`config.mk`:
```
export PLATFORM = sky130hd
export DESIGN_NAME = ext_interrupt_controller_flat
export DESIGN_NICKNAME = d
export VERILOG_FILES = /design/src/rtl/ext_interrupt_controller_pkg.sv /design/src/rtl/ext_interrupt_controller_if.sv /design/src/rtl/ext_interrupt_gateway.sv /design/src/rtl/ext_interrupt_controller.sv /design/src/flat_wrapper.sv
export SDC_FILE = /design/constraint.sdc
export NUM_CORES = 1
export LEC_CHECK = 0
export CORE_MARGIN = 2
export CORE_UTILIZATION = 57
export CTS_BUF_LIST = sky130_fd_sc_hd__clkbuf_4 sky130_fd_sc_hd__clkbuf_8 sky130_fd_sc_hd__clkbuf_16
export CTS_CLUSTER_SIZE = 16
export DETAILED_ROUTE_END_ITERATION = 8
export GPL_ROUTABILITY_DRIVEN = 0
export HOLD_SLACK_MARGIN = 0.12
export PLACE_DENSITY = 0.86
export SLEW_MARGIN = 10
export SYNTH_ARGS = -nofsm -noshare
export SYNTH_HDL_FRONTEND = slang
export SYNTH_SLANG_ARGS = --single-unit
export TNS_END_PERCENT = 5
```
`constraint.sdc`:
```
create_clock -name clk -period 19.4 [get_ports clk]
set_input_delay 3.88 -clock clk [delete_from_list [all_inputs] [get_ports clk]]
set_output_delay 3.88 -clock clk [all_outputs]
set_load 0.05 [all_outputs]
```
`src/rtl/ext_interrupt_controller_pkg.sv`:
```
// ExtInterruptTypes: sizing constants, path typedefs and config word map for ext_interrupt_controller.
package ExtInterruptTypes;
    localparam int NUM_SOURCES    = 8;
    localparam int PRIORITY_WIDTH = 3;
    localparam int CODE_WIDTH     = $clog2(NUM_SOURCES + 1);
    localparam int CFG_ADDR_WIDTH = 6;

    typedef logic [CODE_WIDTH-1:0]     ExtIntIdPath;
    typedef logic [PRIORITY_WIDTH-1:0] ExtIntPriorityPath;
    typedef ExtIntIdPath               ExternalInterruptCodePath;
    typedef logic [CFG_ADDR_WIDTH-1:0] ExtIntCfgAddrPath;

    localparam ExtIntCfgAddrPath CFG_ENABLE        = ExtIntCfgAddrPath'(0);
    localparam ExtIntCfgAddrPath CFG_EDGE_MODE     = ExtIntCfgAddrPath'(1);
    localparam ExtIntCfgAddrPath CFG_THRESHOLD     = ExtIntCfgAddrPath'(2);
    localparam ExtIntCfgAddrPath CFG_PENDING       = ExtIntCfgAddrPath'(3);
    localparam ExtIntCfgAddrPath CFG_INFLIGHT      = ExtIntCfgAddrPath'(4);
    localparam ExtIntCfgAddrPath CFG_PRIORITY_BASE = ExtIntCfgAddrPath'(8);
endpackage

```
`src/rtl/ext_interrupt_controller_if.sv`:
```
// ext_interrupt_controller_if: device lines, config bus, CSR request and claim/complete handshake.
interface ext_interrupt_controller_if;
    import ExtInterruptTypes::*;

    logic [NUM_SOURCES-1:0]   srcIrq;
    logic                     cfgWE;
    ExtIntCfgAddrPath         cfgAddr;
    logic [31:0]              cfgWData;
    logic [31:0]              cfgRData;
    logic                     reqExternalInterrupt;
    ExternalInterruptCodePath externalInterruptCode;
    logic                     claimReq;
    ExtIntIdPath              claimId;
    logic                     completeReq;
    ExtIntIdPath              completeId;

    modport master (
        output srcIrq, cfgWE, cfgAddr, cfgWData, claimReq, completeReq, completeId,
        input  cfgRData, reqExternalInterrupt, externalInterruptCode, claimId
    );
    modport slave (
        input  srcIrq, cfgWE, cfgAddr, cfgWData, claimReq, completeReq, completeId,
        output cfgRData, reqExternalInterrupt, externalInterruptCode, claimId
    );
endinterface

```
`src/rtl/ext_interrupt_gateway.sv`:
```
// ext_interrupt_gateway: per-source level/edge gateway holding pending and in-flight state.
// RSD_EXT_INT_SRC_SYNC_EN inserts a 2-flop synchroniser ahead of the gateway.
module ext_interrupt_gateway
    import ExtInterruptTypes::*;
(
    input  logic clk,
    input  logic rst,
    input  logic irq_i,
    input  logic edge_mode_i,
    input  logic claim_hit_i,
    input  logic complete_hit_i,
    output logic pending_o,
    output logic in_flight_o
);
    logic irq, trig, in_flight_kept;
    logic prev_irq_q, pending_q, pending_d, in_flight_q, in_flight_d;

`ifdef RSD_EXT_INT_SRC_SYNC_EN
    logic [1:0] sync_q;
    always_ff @(posedge clk or negedge rst) begin
        if (!rst) sync_q <= '0;
        else      sync_q <= {sync_q[0], irq_i};
    end
    assign irq = sync_q[1];
`else
    assign irq = irq_i;
`endif

    // Completion is applied first so a re-asserted level line can go pending on the same edge.
    always_comb begin
        in_flight_kept = in_flight_q && !complete_hit_i;
        trig           = edge_mode_i ? (irq && !prev_irq_q) : irq;
        pending_d      = (pending_q && !claim_hit_i) || (trig && !pending_q && !in_flight_kept);
        in_flight_d    = in_flight_kept || claim_hit_i;
    end

    always_ff @(posedge clk or negedge rst) begin
        if (!rst) begin
            prev_irq_q  <= 1'b0;
            pending_q   <= 1'b0;
            in_flight_q <= 1'b0;
        end else begin
            prev_irq_q  <= irq;
            pending_q   <= pending_d;
            in_flight_q <= in_flight_d;
        end
    end

    assign pending_o   = pending_q;
    assign in_flight_o = in_flight_q;
endmodule

```
`src/rtl/ext_interrupt_controller.sv`:
```
// ext_interrupt_controller: enable/priority/threshold arbitration of external sources with claim/complete.
// RSD_EXT_INT_SRC_SYNC_EN (in ext_interrupt_gateway) adds source synchronisers, raising latency to 4 cycles.
module ext_interrupt_controller
    import ExtInterruptTypes::*;
(
    input logic clk,
    input logic rst,
    ext_interrupt_controller_if.slave bus
);
    logic [NUM_SOURCES-1:0] enable_q, enable_d, edge_mode_q, edge_mode_d;
    logic [NUM_SOURCES-1:0] pending, in_flight, claim_hit, complete_hit;
    ExtIntPriorityPath      threshold_q, threshold_d, best_prio;
    ExtIntPriorityPath      prio_q [NUM_SOURCES];
    ExtIntPriorityPath      prio_d [NUM_SOURCES];
    ExtIntIdPath            best_id, code_q, claim_id_q;
    logic                   req_q;
    logic [31:0]            rdata;
    logic                   cfg_unused;

    assign cfg_unused = ^bus.cfgWData[31:NUM_SOURCES];

    always_comb begin
        enable_d    = (bus.cfgWE && bus.cfgAddr == CFG_ENABLE) ? bus.cfgWData[NUM_SOURCES-1:0] : enable_q;
        edge_mode_d = (bus.cfgWE && bus.cfgAddr == CFG_EDGE_MODE) ? bus.cfgWData[NUM_SOURCES-1:0] : edge_mode_q;
        threshold_d = (bus.cfgWE && bus.cfgAddr == CFG_THRESHOLD) ? bus.cfgWData[PRIORITY_WIDTH-1:0] : threshold_q;
        for (int i = 0; i < NUM_SOURCES; i++)
            prio_d[i] = (bus.cfgWE && bus.cfgAddr == CFG_PRIORITY_BASE + ExtIntCfgAddrPath'(i))
                        ? bus.cfgWData[PRIORITY_WIDTH-1:0] : prio_q[i];
    end

    // Strict '>' keeps the earlier (lower) ID on equal priority.
    always_comb begin
        best_id   = '0;
        best_prio = '0;
        for (int i = 0; i < NUM_SOURCES; i++)
            if (pending[i] && enable_q[i] && prio_q[i] > threshold_q && prio_q[i] > best_prio) begin
                best_id   = ExtIntIdPath'(i + 1);
                best_prio = prio_q[i];
            end
    end

    for (genvar g = 0; g < NUM_SOURCES; g++) begin : gw
        assign claim_hit[g]    = bus.claimReq && best_id == ExtIntIdPath'(g + 1);
        assign complete_hit[g] = bus.completeReq && bus.completeId == ExtIntIdPath'(g + 1);
        ext_interrupt_gateway u_gateway (
            .clk            (clk),
            .rst            (rst),
            .irq_i          (bus.srcIrq[g]),
            .edge_mode_i    (edge_mode_q[g]),
            .claim_hit_i    (claim_hit[g]),
            .complete_hit_i (complete_hit[g]),
            .pending_o      (pending[g]),
            .in_flight_o    (in_flight[g])
        );
    end

    always_ff @(posedge clk or negedge rst) begin
        if (!rst) begin
            enable_q    <= '0;
            edge_mode_q <= '0;
            threshold_q <= '0;
            prio_q      <= '{default: '0};
            code_q      <= '0;
            req_q       <= 1'b0;
            claim_id_q  <= '0;
        end else begin
            enable_q    <= enable_d;
            edge_mode_q <= edge_mode_d;
            threshold_q <= threshold_d;
            prio_q      <= prio_d;
            code_q      <= best_id;
            req_q       <= best_id != '0;
            if (bus.claimReq) claim_id_q <= best_id;
        end
    end

    always_comb begin
        rdata = bus.cfgAddr == CFG_ENABLE    ? 32'(enable_q)    :
                bus.cfgAddr == CFG_EDGE_MODE ? 32'(edge_mode_q) :
                bus.cfgAddr == CFG_THRESHOLD ? 32'(threshold_q) :
                bus.cfgAddr == CFG_PENDING   ? 32'(pending)     :
                bus.cfgAddr == CFG_INFLIGHT  ? 32'(in_flight)   : '0;
        for (int i = 0; i < NUM_SOURCES; i++)
            if (bus.cfgAddr == CFG_PRIORITY_BASE + ExtIntCfgAddrPath'(i)) rdata = 32'(prio_q[i]);
    end

    assign bus.cfgRData              = rdata;
    assign bus.reqExternalInterrupt  = req_q;
    assign bus.externalInterruptCode = code_q;
    assign bus.claimId               = claim_id_q;
endmodule
```
`src/flat_wrapper.sv`:
```
// flat-port wrapper written by rule: the top's interface ports become plain ports
module ext_interrupt_controller_flat import ExtInterruptTypes::*;
  (clk, rst, bus_srcIrq, bus_cfgWE, bus_cfgAddr, bus_cfgWData, bus_claimReq, bus_completeReq, bus_completeId, bus_cfgRData, bus_reqExternalInterrupt, bus_externalInterruptCode, bus_claimId);
  ext_interrupt_controller_if bus_i ();
  input logic clk;
  input logic rst;
  input wire logic [$bits(bus_i.srcIrq)-1:0] bus_srcIrq;
  input wire logic [$bits(bus_i.cfgWE)-1:0] bus_cfgWE;
  input wire logic [$bits(bus_i.cfgAddr)-1:0] bus_cfgAddr;
  input wire logic [$bits(bus_i.cfgWData)-1:0] bus_cfgWData;
  input wire logic [$bits(bus_i.claimReq)-1:0] bus_claimReq;
  input wire logic [$bits(bus_i.completeReq)-1:0] bus_completeReq;
  input wire logic [$bits(bus_i.completeId)-1:0] bus_completeId;
  output wire logic [$bits(bus_i.cfgRData)-1:0] bus_cfgRData;
  output wire logic [$bits(bus_i.reqExternalInterrupt)-1:0] bus_reqExternalInterrupt;
  output wire logic [$bits(bus_i.externalInterruptCode)-1:0] bus_externalInterruptCode;
  output wire logic [$bits(bus_i.claimId)-1:0] bus_claimId;
  assign bus_i.srcIrq = bus_srcIrq;
  assign bus_i.cfgWE = bus_cfgWE;
  assign bus_i.cfgAddr = bus_cfgAddr;
  assign bus_i.cfgWData = bus_cfgWData;
  assign bus_i.claimReq = bus_claimReq;
  assign bus_i.completeReq = bus_completeReq;
  assign bus_i.completeId = bus_completeId;
  assign bus_cfgRData = bus_i.cfgRData;
  assign bus_reqExternalInterrupt = bus_i.reqExternalInterrupt;
  assign bus_externalInterruptCode = bus_i.externalInterruptCode;
  assign bus_claimId = bus_i.claimId;
  ext_interrupt_controller u_core (.clk(clk), .rst(rst), .bus(bus_i));
endmodule
```
# ---- After elaboration in Yosys (flattened, before gate mapping)
# Cells that the tools add are included.
dict set report word_totals {
  regBits 76
  latch_bits 0
  mem_bits_rw 0
  rom_bits 0
  input_bits 55
  out_inout_bits 41
  word_cells 267
  memories 0
}
dict set report classes {
  add_sub_neg 0
  n_mul 0
  div 0
  magnitude_cmp 16
  n_eq_ne 28
  n_shift 0
  muxes 36
  bitwise_logic 0
  n_reduce_logical 149
}
# operator count
set ops {}
lappend ops {{$mux W32} 12}
lappend ops {{$logic_and A1 B1 Y1} 91}
lappend ops {{$eq A6 B4 Y1 const B} 8}
lappend ops {{$gt A3 B3 Y1} 15}
lappend ops {{$logic_not A1 Y1} 40}
lappend ops {{$mux W3} 11}
lappend ops {{$eq A4 B3 Y1 const B} 8}
lappend ops {{$eq A4 B2 Y1 const B} 4}
lappend ops {{$logic_or A1 B1 Y1} 16}
lappend ops {{$eq A6 B2 Y1 const B} 2}
lappend ops {{$mux W1} 9}
lappend ops {{$eq A4 B1 Y1 const B} 2}
lappend ops {{$eq A4 B4 Y1 const B} 2}
lappend ops {{$mux W8} 1}
lappend ops {{$eq A6 B1 Y1 const B} 1}
lappend ops {{$eq A6 B3 Y1 const B} 1}
lappend ops {{$logic_not A6 Y1} 1}
lappend ops {{$mux W2} 2}
lappend ops {{$mux W4} 1}
lappend ops {{$reduce_bool A4 Y1} 1}
lappend ops {{$gt A3 B1 Y1 const B} 1}

# ---- Logic depth before layout (Yosys ltp)
dict set report depth {
  depth_word 30
  mapped_depth 55
  mapped_depth_nobuf 54
}

# ---- Cells and area by module
# Synthesis repeated with hierarchy kept, for this count alone.
dict set report unflattened {
  hier_cells 544
  area_unflattened_um2 5346.4
}
# mod instances cells_each area_each_um2 seq_area_each_um2
set modules_own_cells {}
lappend modules_own_cells {ext_interrupt_controller 1 480 4355.4 1301.2}
lappend modules_own_cells {ext_interrupt_gateway 8 8 123.9 75.1}

# ---- Worst setup path before layout
# No wires, ideal clock.
dict set report synth_path {
  path_type {register to register}
  start {register u_core.threshold_q[1]}
  end {register u_core.gw[0].u_gateway.pending_q}
  setup_ns 0.082
  arrival_time_ns 10.628
  t_required_ns 19.318
  path_slack_ns 8.690
  path_stages_with_launch 53
  path_buffers 1
  synth_period_minus_slack_ns 10.710
  cell_sequence {dfrtp_1 -> inv_1 -> ha_1 -> a31oi_1 -> nand3_1 -> ha_1 -> nand3_1 -> and4_1 -> and2_1 -> buf_4 -> mux2_2 -> ha_1 -> a31oi_1 -> nand3_4 -> o211ai_1 -> o21ai_0 -> ha_1 -> nand3_1 -> [... 17 more ...] -> a221oi_1 -> nor2_2 -> mux2_4 -> ha_1 -> nand3_1 -> nand4_1 -> a21oi_1 -> o21a_1 -> a211oi_2 -> a311o_1 -> ha_1 -> nand3_1 -> nand4_1 -> nor3_1 -> nand2b_1 -> nor2_1 -> and3_4 -> a31oi_1}
}
dict set report synth_between {
  elab_chain_len 30
  elab_cells_between_ends 51
  classes_between {order compare: 15; eq/ne: 1; mux: 15; reduce/logical: 20}
}
# item line_no
set synth_rtl {}
lappend synth_rtl {{start, declared} ext_interrupt_controller.sv:12} ;# ExtIntPriorityPath threshold_q, threshold_d, best_prio;
lappend synth_rtl {{start signal, assigned} ext_interrupt_controller.sv:69} ;# threshold_q <= threshold_d;
lappend synth_rtl {{$gt A3 B3 Y1} ext_interrupt_controller.sv:36} ;# if (pending[i] && enable_q[i] && prio_q[i] > threshold_q && prio_q[i] > best_prio) begin
lappend synth_rtl {{$logic_and A1 B1 Y1 (2 in a row)} ext_interrupt_controller.sv:36}
lappend synth_rtl {{$mux W3} ext_interrupt_controller.sv:36}
lappend synth_rtl {{$gt A3 B3 Y1} ext_interrupt_controller.sv:36}
lappend synth_rtl {{$logic_and A1 B1 Y1} ext_interrupt_controller.sv:36}
lappend synth_rtl {{$mux W3} ext_interrupt_controller.sv:36}
lappend synth_rtl {{$gt A3 B3 Y1} ext_interrupt_controller.sv:36}
lappend synth_rtl {{$logic_and A1 B1 Y1} ext_interrupt_controller.sv:36}
lappend synth_rtl {{[... 15 more ...]} -}
lappend synth_rtl {{$mux W4 *} ext_interrupt_controller.sv:36}
lappend synth_rtl {{named net u_core.best_id[3]} ext_interrupt_controller.sv:15} ;# ExtIntIdPath best_id, code_q, claim_id_q;
lappend synth_rtl {{$eq A4 B1 Y1 *} ext_interrupt_controller.sv:43} ;# assign claim_hit[g] = bus.claimReq && best_id == ExtIntIdPath'(g + 1);
lappend synth_rtl {{$logic_and A1 B1 Y1 *} ext_interrupt_controller.sv:43}
lappend synth_rtl {{$logic_not A1 Y1 *} ext_interrupt_gateway.sv:33} ;# pending_d = (pending_q && !claim_hit_i) || (trig && !pending_q && !in_flight_kept);
lappend synth_rtl {{$logic_and A1 B1 Y1 *} ext_interrupt_gateway.sv:33}
lappend synth_rtl {{$logic_or A1 B1 Y1 *} ext_interrupt_gateway.sv:33}
lappend synth_rtl {{named net u_core.gw[0].u_gateway.pending_d} ext_interrupt_gateway.sv:16} ;# logic prev_irq_q, pending_q, pending_d, in_flight_q, in_flight_d;
lappend synth_rtl {{end signal, assigned} ext_interrupt_gateway.sv:44} ;# pending_q <= pending_d;
lappend synth_rtl {{end, declared} ext_interrupt_gateway.sv:16}
# The timed path passes the listed nets; every way through them passes the cells marked *.
# A chain may end at the register's enable or synchronous reset.

# ---- Worst setup path in the final report
dict set report layout_path {
  start {register u_core.threshold_q[2]}
  end {register u_core.gw[2].u_gateway.pending_q}
}
dict set report layout_between {
  elab_chain_len 30
  elab_cells_between_ends 51
  classes_between {order compare: 15; eq/ne: 1; mux: 15; reduce/logical: 20}
}
# item line_no
set layout_rtl {}
lappend layout_rtl {{$gt A3 B3 Y1} ext_interrupt_controller.sv:36}
lappend layout_rtl {{$logic_and A1 B1 Y1 (2 in a row)} ext_interrupt_controller.sv:36}
lappend layout_rtl {{$mux W3} ext_interrupt_controller.sv:36}
lappend layout_rtl {{$gt A3 B3 Y1} ext_interrupt_controller.sv:36}
lappend layout_rtl {{$logic_and A1 B1 Y1} ext_interrupt_controller.sv:36}
lappend layout_rtl {{$mux W3} ext_interrupt_controller.sv:36}
lappend layout_rtl {{$gt A3 B3 Y1} ext_interrupt_controller.sv:36}
lappend layout_rtl {{$logic_and A1 B1 Y1} ext_interrupt_controller.sv:36}
lappend layout_rtl {{[... 15 more ...]} -}
lappend layout_rtl {{$mux W4 *} ext_interrupt_controller.sv:36}
lappend layout_rtl {{named net u_core.best_id[3]} ext_interrupt_controller.sv:15}
lappend layout_rtl {{$eq A4 B2 Y1 *} ext_interrupt_controller.sv:43}
lappend layout_rtl {{$logic_and A1 B1 Y1 *} ext_interrupt_controller.sv:43}
lappend layout_rtl {{$logic_not A1 Y1 *} ext_interrupt_gateway.sv:33}
lappend layout_rtl {{$logic_and A1 B1 Y1 *} ext_interrupt_gateway.sv:33}
lappend layout_rtl {{$logic_or A1 B1 Y1 *} ext_interrupt_gateway.sv:33}
lappend layout_rtl {{named net u_core.gw[2].u_gateway.pending_d} ext_interrupt_gateway.sv:16}
lappend layout_rtl {{end signal, assigned} ext_interrupt_gateway.sv:44}
lappend layout_rtl {{end, declared} ext_interrupt_gateway.sv:16}
# Marks and branches as above.

==> run summary <==
reg2reg start -> u_core.threshold_q[2]
Max Cap Viol -> 0
RSZ-0062 raised after global routing -> no
synth warn -> 0
die area -> 9873 µm²
Mapped Area -> 5184 µm²
Hold Crit Endpoint -> u_core.gw[6].u_gateway.pending_o
Final Net Count -> 681
CTS H-tree lvls -> 3
Slowest-stage cell, CP -> a221oi_1
Final Critical Period -> 13.02 ns
first-pass GRT wire length -> 23,310 µm
register area share after synthesis -> 36.69%
number of synthesized flops with an enable pin -> 0
total CTS buffers -> 9
WL/cell -> 20.85 µm
Post-CTS Repair Setup Buffers -> 0
initial antenna violation count -> 0
most common library cells after synthesis -> dfrtp_1 (76), nand2_1 (53), o21ai_0 (43)
FF-to-FF setup slack -> 6.38 ns
Layout Skew -> 0.006981 ns
clock-pin slew on the worst setup and hold paths -> 0.09 ns
endpoints failing hold -> 0
number of diodes -> 0
Die Height -> 99.37 µm
hold path depth -> 1
Worst Setup End Kind -> flip-flop
Req. time, crit path -> 19.67 ns
via count -> 4,668
total grt overflow -> 0
Cell Pwr Density -> 90.31 nW/µm²
post-synth top area cell -> dfrtp_1
Async S/R FF share, synth -> 100.0%
Worst Setup Start Kind -> flip-flop
Max FO, Critical Path -> 9
cell with the most instances after synthesis -> dfrtp_1
DRC errors left -> 0
Pre-Repair DR Iteration Count -> 6
Area contributors post-synth -> dfrtp_1 (37%), ha_1 (9.9%), mux2_2 (8.0%)
Hold-fix buffers, CTS -> 0
Slew Viols, Final -> 0
initial core utilization -> 59.15%
HP Class -> reg2reg
Mean Syn Cell Area -> 9.617 µm²
top cell type's share of synthesized area -> 36.69%
crit path launch -> u_core.threshold_q[2]
Routed Antenna Nets -> 0
Port Buf Inserts -> 47
IO Count -> 96
via/cell ratio -> 6.688
setup tns final -> 0 ns
Final period util -> 67.13%
Layout area overhead -> 13.20%
endpoints failing setup -> 0
Worst path most repeated cell -> ha_1
unique cell type count in the Yosys netlist -> 69
# clock sinks -> 76
status -> complete, no violations
share of cells above drive strength 1 -> 13.90%
Max VDD drop -> 0.07120 mV
worst-case clock buffer depth -> 2
setup ws final -> 6.377 ns
Max transition margin -> 37.58%
clock latency on the worst-skew pair -> 0.37 ns
Core Region -> 8763 µm²
capturing point of the worst reg2reg path -> u_core.gw[2].u_gateway.pending_o
Worst R2R Path Depth -> 54
dpl hpwl -> 10,420 µm
First DRT Iteration DRCs -> 548
Fmax -> 76.79 MHz
Post-Route WL -> 14,550 µm
largest net degree at the start of global routing -> 77
post-synthesis register bit count -> 76
CTS tree -> done
Leakage -> 2.658 nW
type of the worst setup path -> reg2reg
total track usage -> 30.28%
arrival time worst endpoint -> 13.29 ns
Setup WS pre-CTS -> 6.688 ns
Tot Pwr -> 0.5299 mW
min-delay src -> u_core.gw[6].u_gateway.pending_o
Root Driver -> clkbuf_8
vias in the first global route -> 4,612
CP peak stage delay -> 0.64 ns
ys flop type -> dfrtp_1
Post-CTS Resized -> 0
Cells after Synth -> 539
Die X -> 99.37 µm
Worst Tran Pin Value -> 0.9363 ns
row cnt -> 34
[how the worst max path moves through the flow]
stage,end
finish,u_core.gw[2].u_gateway.pending_o
global route,u_core.gw[2].u_gateway.pending_o
CTS,u_core.gw[2].u_gateway.pending_o
detailed placement,u_core.gw[2].u_gateway.pending_o
global placement,u_core.gw[2].u_gateway.pending_o
floorplan,u_core.gw[0].u_gateway.pending_o
[state kept, by name (all words and copies together) (netlist names)]
name / count
u_core.bus.reqExternalInterrupt: 1
u_core.gw.u_gateway.prev_irq_q: 8
u_core.gw.u_gateway.pending_o: 8
u_core.gw.u_gateway.in_flight_o: 8
u_core.edge_mode_q: 8
u_core.bus.externalInterruptCode: 4
u_core.threshold_q: 3
u_core.bus.claimId: 4
u_core.prio_q: 24
u_core.enable_q: 8
[area by class of cell]
cell class / count / area [µm²]
Multi-Input combinational cell: 423 / 3034
Fill cell: 620 / 2895
Sequential cell: 76 / 1902
Timing Repair Buffer: 51 / 498.0
Clock buffer: 10 / 137.6
Tap cell: 108 / 135.1
Inverter: 24 / 90.09
Clock inverter: 6 / 71.32
[per-stage QoR]
stage | instances | utilization, % | instance area [µm²] | hold WS [ns]
floorplan | 562 | - | 5270 | 0.4774
global placement | 682 | 64.58 | 5659 | 0.4828
detailed placement | 682 | 64.58 | 5659 | 0.5081
CTS | 698 | 66.96 | 5868 | 0.5222
global route | 698 | 66.96 | 5868 | 0.5421
finish | 698 | 66.96 | 5868 | 0.5294
[power breakdown]
part	internal (mW)	leakage, nW	switching (mW)
registers	0.184	0.940	0.0262
logic	0.0724	1.62	0.118
clock network	0.0640	0.0995	0.0650
total	0.321	2.66	0.209
[layout by cell type (no fill, tap or decap), drive strengths merged, types with 9 or more instances in the layout]
| master | n |
|---|---|
| ha | 41 |
| nor2 | 27 |
| mux2 | 38 |
| o21ai | 45 |
| clkdlybuf4s50 | 46 |
| dfrtp | 76 |
| mux2i | 9 |
| inv | 26 |
| conb | 24 |
| a21oi | 26 |
| nand3 | 31 |
| a31oi | 12 |
| nand2 | 53 |
| clkbuf | 10 |
[worst max-delay path: cells and delay by family (launching register included)]
family                     cells  cell delay, ns
DFF                            1            0.38
and+or+nand+nor               22            3.76
muxes                          4            1.53
buffers and inverters          2            0.55
AOI/OAI and AO/OA             17            3.89
adders and majority gates      9            2.80
[cell families after synthesis]
family / Yosys count / share of synthesized area (%)
and+or+nand+nor: 159 / 15.40
AOI/OAI and AO/OA: 147 / 19.38
DFF: 76 / 36.69
buffers and inverters: 63 / 6.541
muxes: 51 / 11.80
adders and majority gates: 42 / 10.11
other: 1 / 0.07234
[metal layers]
layer | GRT usage, % | wire length (µm) | up-vias
li1 | - | - | 2059
met3 | 7.449 | 1439 | 53
met4 | 12.43 | 485 | 0
met2 | 50.00 | 7067 | 310
met5 | 0 | 0 | -
met1 | 38.24 | 5562 | 2246
(Power assumes the default switching activity.)
